**config.mk**
```make
export PLATFORM = sky130hd
export DESIGN_NAME = fpu_operand_stage
export DESIGN_NICKNAME = d
export VERILOG_FILES = /design/src/rtl/fpu_operand_stage.sv
export SDC_FILE = /design/constraint.sdc
export NUM_CORES = 1
export LEC_CHECK = 0
export ABC_AREA = 1
export BUFFER_PORTS_ARGS = -buffer_cell sky130_fd_sc_hd__buf_2
export CORE_UTILIZATION = 40
export DETAILED_ROUTE_END_ITERATION = 16
export GPL_ROUTABILITY_DRIVEN = 1
export PLACE_DENSITY = 0.68
export SYNTH_ARGS = -nofsm -noshare
export SYNTH_HDL_FRONTEND = slang
export SYNTH_SLANG_ARGS = --single-unit
```
**constraint.sdc**
```tcl
create_clock -name clk -period 1.9 [get_ports clk]
set_input_delay 0.19 -clock clk [delete_from_list [all_inputs] [get_ports clk]]
set_output_delay 0.19 -clock clk [all_outputs]
set_load 0.02 [all_outputs]
```
**src/rtl/fpu_operand_stage.sv**
```systemverilog
// ---------------------------------------------------------------------------
// fpu_operand_stage
// Purpose: selects each FP source operand from the register file or from the
// youngest matching forwarding source, stalls issue while a matching producer
// is still busy, and holds the selected operand set in a one-entry output
// register with valid/ready handshakes on both sides.
//
// Ports
//   clk          clock; all state updates on the rising edge
//   rst          synchronous active-high reset
//   in_valid     an issuing FP instruction is presented
//   in_ready     stage accepts the instruction this cycle (combinational)
//   in_use       per-channel: operand is read by the instruction
//   in_rs        packed source register numbers, 5 bits per channel
//   rf_data      packed register-file read data, XLEN bits per channel
//   fwd_valid    per source: completed result available for fwd_rd[j]
//   fwd_busy     per source: will write fwd_rd[j], result not ready yet
//   fwd_rd       packed destination register numbers, 5 bits per source
//   fwd_data     packed forwarded results, XLEN bits per source
//   flush        drop the held operand set
//   out_valid    operand register holds a valid set
//   out_ready    FPU consumes the held set this cycle
//   out_ops      registered selected operands, packed like rf_data
//   out_fwd_hit  registered per-channel forwarding-taken flags
//   stall_cnt    saturating count of hazard-stall cycles
// ---------------------------------------------------------------------------
module fpu_operand_stage #(
  parameter int unsigned XLEN    = 32,
  parameter int unsigned NUM_OPS = 3,
  parameter int unsigned NUM_FWD = 2,
  parameter int unsigned CNT_W   = 16
) (
  input  logic                      clk,
  input  logic                      rst,
  input  logic                      in_valid,
  output logic                      in_ready,
  input  logic [NUM_OPS-1:0]        in_use,
  input  logic [5*NUM_OPS-1:0]      in_rs,
  input  logic [XLEN*NUM_OPS-1:0]   rf_data,
  input  logic [NUM_FWD-1:0]        fwd_valid,
  input  logic [NUM_FWD-1:0]        fwd_busy,
  input  logic [5*NUM_FWD-1:0]      fwd_rd,
  input  logic [XLEN*NUM_FWD-1:0]   fwd_data,
  input  logic                      flush,
  output logic                      out_valid,
  input  logic                      out_ready,
  output logic [XLEN*NUM_OPS-1:0]   out_ops,
  output logic [NUM_OPS-1:0]        out_fwd_hit
  ,
  output logic [CNT_W-1:0]          stall_cnt
);

  localparam int unsigned REG_W = 5;

  logic [XLEN*NUM_OPS-1:0] w_sel_ops;
  logic [NUM_OPS-1:0]      w_sel_hit;
  logic [NUM_OPS-1:0]      w_ch_hazard;
  logic [NUM_OPS-1:0]      w_matched;
  logic                    w_hazard;
  logic                    w_capture;

  logic                    r_out_valid;
  logic [XLEN*NUM_OPS-1:0] r_out_ops;
  logic [NUM_OPS-1:0]      r_out_hit;
  logic [CNT_W-1:0]        r_stall_cnt;

  // Operand selection: the first (youngest) matching source decides the
  // channel; a busy-but-not-valid winner blocks older sources and flags a hazard.
  always_comb begin
    w_sel_ops   = rf_data;
    w_sel_hit   = '0;
    w_ch_hazard = '0;
    w_matched   = '0;
    for (int unsigned k = 0; k < NUM_OPS; k++) begin
      for (int unsigned j = 0; j < NUM_FWD; j++) begin
        if (!w_matched[k] && in_use[k] && (fwd_valid[j] || fwd_busy[j]) &&
            (fwd_rd[REG_W*j +: REG_W] == in_rs[REG_W*k +: REG_W])) begin
          w_matched[k] = 1'b1;
          if (fwd_valid[j]) begin
            w_sel_ops[XLEN*k +: XLEN] = fwd_data[XLEN*j +: XLEN];
            w_sel_hit[k]              = 1'b1;
          end else begin
            w_ch_hazard[k] = 1'b1;
          end
        end
      end
    end
  end

  // Accept when hazard-free and the output slot is empty or draining now.
  assign w_hazard  = |w_ch_hazard;
  assign in_ready  = !w_hazard && (!r_out_valid || out_ready);
  assign w_capture = in_valid && in_ready;

  // Output operand register.
  always_ff @(posedge clk) begin
    if (rst) begin
      r_out_valid <= 1'b0;
      r_out_ops   <= '0;
      r_out_hit   <= '0;
    end else begin
      if (flush) begin
        r_out_valid <= 1'b0;
      end else if (w_capture) begin
        r_out_valid <= 1'b1;
      end else if (out_ready) begin
        r_out_valid <= 1'b0;
      end
      if (w_capture) begin
        r_out_ops <= w_sel_ops;
        r_out_hit <= w_sel_hit;
      end
    end
  end

  // Hazard-stall counter, saturating at all-ones.
  always_ff @(posedge clk) begin
    if (rst) begin
      r_stall_cnt <= '0;
    end else if (in_valid && w_hazard && (r_stall_cnt != {CNT_W{1'b1}})) begin
      r_stall_cnt <= r_stall_cnt + CNT_W'(1);
    end
  end

  assign out_valid   = r_out_valid;
  assign out_ops     = r_out_ops;
  assign out_fwd_hit = r_out_hit;
  assign stall_cnt   = r_stall_cnt;

endmodule

```
Word-level counts from Yosys, hierarchy flattened
Cells that the tools add are included.
{"block": "classes", "mul": 0, "eq_ne": 7, "order_cmp": 0, "mux": 37, "reduce_logical": 30, "bitwise_logic": 0, "addsub": 1, "shifts": 0, "n_div": 0}
{"op": "$mux W32", "n": 12}
{"op": "$eq A5 B5 Y1", "n": 6}
{"op": "$mux W1", "n": 25}
{"op": "$logic_and A1 B1 Y1", "n": 19}
{"op": "$add A16 B1 Y16 const B", "n": 1}
{"op": "$ne A16 B16 Y1 const B", "n": 1}
{"op": "$logic_not A1 Y1", "n": 5}
{"op": "$logic_or A1 B1 Y1", "n": 3}
{"op": "$reduce_or A3 Y1", "n": 1}
{"op": "$reduce_bool A2 Y1", "n": 1}
{"op": "$reduce_or A2 Y1", "n": 1}
{"block": "totals", "out_inout_bits": 117, "mem_bits_ro": 0, "inputBits": 197, "latchBits": 0, "mem_count": 0, "ram_bits": 0, "ff_bits": 116}

Depth between registers and ports, before layout
{"block": "depth", "word_depth": 14, "ltp_mapped": 17, "depth_no_buf": 14}

Worst setup path before layout
Ideal clock, no wire load.
{"block": "synth_path", "path_type": "register to register", "startpoint": "register r_stall_cnt[0] (netlist: stall_cnt[0])", "endpoint": "register r_stall_cnt[6] (netlist: stall_cnt[6])", "arrival_time_ns": 1.714, "path_stages_with_launch": 9, "n_path_buf": 1, "path_slack_ns": 0.115, "required_ns": 1.830, "path_cell_list": "dfxtp_1 > ha_1 > nand2_1 > nor2_1 > nand4_1 > nand3_2 > buf_2 > nand2_1 > a21oi_1"}
{"block": "synth_between", "elab_chain_cells": 2}
{"item": "start, declared", "line_no": "65", "rtl": "logic [CNT_W-1:0] r_stall_cnt;"}
{"item": "start signal, assigned", "line_no": "121", "rtl": "r_stall_cnt <= r_stall_cnt + CNT_W'(1);"}
{"item": "branches (longest 2 deep; another with $add A16 B1 Y16)"}
Several ways; the timed one is not identified.
A chain may end at the register's enable or synchronous reset.

Worst setup path after layout
{"block": "layout_path", "startpoint": "input port fwd_rd[0]", "endpoint": "output port in_ready"}
{"block": "layout_between", "elab_chain_cells": 11}
{"item": "start, declared", "line_no": "42", "rtl": "input logic [5*NUM_FWD-1:0] fwd_rd,"}
{"item": "$eq A5 B5 Y1", "line_no": "77", "rtl": "(fwd_rd[REG_W*j +: REG_W] == in_rs[REG_W*k +: REG_W])) begin"}
{"item": "$logic_and A1 B1 Y1", "line_no": "76", "rtl": "if (!w_matched[k] && in_use[k] && (fwd_valid[j] || fwd_busy[j]) &&"}
{"item": "$mux W1", "line_no": "76"}
{"item": "$logic_not A1 Y1", "line_no": "76"}
{"item": "$logic_and A1 B1 Y1 (3 in series)", "line_no": "76"}
{"item": "$mux W1", "line_no": "76"}
{"item": "$reduce_or A3 Y1 (*)", "line_no": "91", "rtl": "assign w_hazard = |w_ch_hazard;"}
{"item": "$logic_not A1 Y1 (*)", "line_no": "92", "rtl": "assign in_ready = !w_hazard && (!r_out_valid || out_ready);"}
{"item": "$logic_and A1 B1 Y1 (*)", "line_no": "92"}
{"item": "end, declared", "line_no": "36", "rtl": "output logic in_ready,"}
Mark *: on every way between the ends. The rest lies on a longest branch, timed or not.

==> results.md <==
* Outcome: completed
* Internal power at about 0.0053 W
* GRT overflow at 0
* Post-synth top flop: dfxtp_1
* CP Data Arrival Time at 1600 ps
* Period utilization at 94.4%
* Crit path time final at roughly 1800 ps
* Detailed Route Iter0 Violations at 617
* Clk buf depth at 2
* Hpwl dp at roughly 23000 um
* Final std cells w/o fill at slightly above 2000
* Main combinational cell family by area after synthesis: simple AND/OR/NAND/NOR gates
* CTS Sinks at roughly 120
* Port buffer count at ~310
* Peak supply drop at 0.602 mV
* Fin. Hold Viols at 0
* Clk_skew at about 5.2 ps
* CP startpoint kind: primary input
* Power per Cell Area at between 700 and 800 nW/um^2
* Netlist cell types at 28
* Power share of the clock group at between 40 and 50%
* Most frequent cell after synthesis: nand2_1
* Crit Path Category: in2out
* Setup-failing EPs final at 0
* Die H at between 100 and 150 um
* Top cells by count, synth: nand2_1 (513), nor2_1 (248), o21ai_0 (207)
* Post-synthesis compound-gate area fraction at between 15 and 20%
* Initial Utilization at about two fifths
* Placed cells at between 2000 and 2500
* Chip width at roughly 140 um
* Post-synthesis adder-cell area fraction at 0.157%
* Routed Antenna Nets at 0
* Synth Area in Simple Gates at around two fifths
* # DRC at 0
* Max_cap viols at 0
* Reg power frac at about a third
* Via density at a little under 5
* Total Nets Final at 1957
* Synth area leader: dfxtp_1
* Leakage Power at ~6.1 nW
* WL/cell at roughly 15 um
* Largest net degree at the start of global routing at about 100
* HP Class: in2reg
* Mapped Area at roughly 8000 um^2
* Cells after Synth at around 1400
* Area growth from synthesis to layout at 35.3%
* Synth top area share at slightly below 30%
* NetSw at around 0.0026 W
* Crit. End Element: output port
* Post-synth EDFFs at 0
* First-pass GRT wire length at about 47000 um
* Clock Latency Late Sink at between 400 and 500 ps
* Detailed Route WL at between 30000 and 40000 um
* GRT Total Usage at ~30%
* Initial antenna violation count at 6
* Final Max Slew Viols at 0
* Gate power share at roughly 24%
* Detailed-router iteration count before antenna repair at 7
* Core area at just under 20000 um^2
* Worst-path fanout max at 4
* Async SR Flop Fraction at 0%
* WHS at roughly 16 ps
* Proportion of layout cells with a drive suffix above 1 at 25.5%
* Slew @ Worst Pin at 518 ps
* I/O Pins at 314
* Worst EP required at about 1700 ps
* Synthesized flop and latch total at between 100 and 150
* H-tree depth at 4
* Syn_nets at 1641
* CTS Hold Bufs at 0
* Std cell rows at 51
* Cts bufs inserted at 17
* CTS tree: done
* Clock-pin slew on the worst setup and hold paths at approximately 60 ps
* Mux cell area share after synthesis at 0%
* Vias in the first global route at around 9000
* Slew margin rel. at 65.5%
* RD Place Congestion at between 1 and 1.5
* Mapped Avg Cell Area at between 5 and 6 um^2
* CTS root buffer: clkbuf_16
* Die Footprint at 20500 um^2
* Ys Warns at 0
* Fmax at around 560 MHz
* Synth top area cells: dfxtp_1 (29%), nand2_1 (24%), o21ai_0 (13%)
* Switching share of total power at between 30% and 40%
* Post-Synth XOR/XNOR Area at under 10%
* Vias post-DR at 9981
* Register area share after synthesis at 29.1%
## layout by cell type, fill, tap and decap left out
cell type,Yosys,layout
xor2_1,8,8
nand2_4,1,2
clkbuf_8,0,1
inv_6,0,5
xnor2_1,7,7
clkinv_2,0,2
ha_1,1,1
inv_2,9,9
clkinvlp_4,0,3
nand2_2,5,5
nand4_1,19,19
nor3_1,4,4
nor2_4,2,3
a21oi_2,0,1
nand2_1,513,512
o21ai_0,207,205
nand3_2,2,5
buf_4,3,57
diode_2,0,7
or2_2,2,2
nor2_1,248,245
clkinv_4,0,2
nor2_2,2,4
a21oi_1,24,23
inv_4,1,1
nand3_1,13,10
inv_1,152,151
o21ai_1,17,19
nor4b_2,0,1
clkbuf_16,0,17
buf_2,16,312
nand3_4,2,2
bufinv_16,0,2
dfxtp_1,116,116
buf_12,0,15
## sequential cells by signal (all words and copies together) (netlist names)
signal and cells:
stall_cnt 16, out_ops 96, out_fwd_hit 3, out_valid 1
## through the flow
step                      cell area [um^2]  setup slack, ps  util, %  setup TNS, ps  total power [W]
after detailed placement             10200             -136     52.0          -6230          0.00467
after global routing                 10800            -8.91     55.3          -8.91          0.00828
after floorplan                       7990              115        -              0          0.00391
after global placement               10200            -96.2     52.0          -3600          0.00466
final                                10800              107     55.3              0          0.00789
after CTS                            10700             8.81     55.0              0          0.00791
## cell families after synthesis
kind of cell,Yosys count
xor+xnor,15
flops,116
compound gates,248
buf+inv,249
simple gates,814
fa+ha+maj,1
## power groups by stage
stage	combinational, W	sequential, W	clock (W)
floorplan	0.000896	0.00301	0
global placement	0.00188	0.00278	0
detailed placement	0.00189	0.00279	0
CTS	0.00190	0.00274	0.00327
global route	0.00214	0.00276	0.00338
finish	0.00192	0.00274	0.00324
## repair_timing
item / CTS / global route
gates resized for setup: 0 / 11
endpoints found under the setup margin: 0 / 2
endpoints found under the hold margin: 0 / 0
buffers inserted: 0 / 1
## routing by layer
| metal | vias up | wire length [um] | global-route usage [%] |
|---|---|---|---|
| met5 | - | 0 | 0 |
| li1 | 5064 | - | - |
| met2 | 423 | 13500 | 47.4 |
| met3 | 74 | 2840 | 8.90 |
| met1 | 4420 | 13300 | 38.4 |
| met4 | 0 | 925 | 11.3 |
## worst max-delay path, stage by stage
cell	delay, ps
buf_2	120
inv_2	50
nand2_1	50
nand2_1	60
nor2_1	210
nand3_4	130
nand2_2	100
nand3_1	80
nand2_1	90
buf_4	120
nand2_4	50
buf_4	130
a21oi_2	100
buf_4	150
## cell type report
cell class | count | area, um^2
flip-flops and latches | 116 | 2320
repair buffers | 384 | 2290
well taps | 265 | 332
clock buffers | 18 | 439
inverters | 162 | 612
multi-input cells | 1078 | 4640
fillers | 2099 | 8720
diodes | 7 | 17.5
clock inverters | 13 | 149
## path summary, 6_finish.rpt
kind	start	to	slack, ps	cells after the start
max	fwd_rd[0]	in_ready	110	14
max reg2reg	stall_cnt[0]$_SDFFE_PP0P_	stall_cnt[12]$_SDFFE_PP0P_	210	7
min reg2reg	out_ops[71]$_SDFFE_PP0P_	out_ops[71]$_SDFFE_PP0P_	500	4
min	flush	out_valid$_SDFFE_PP0P_	20	3
Power figures use the tool's default switching activity.
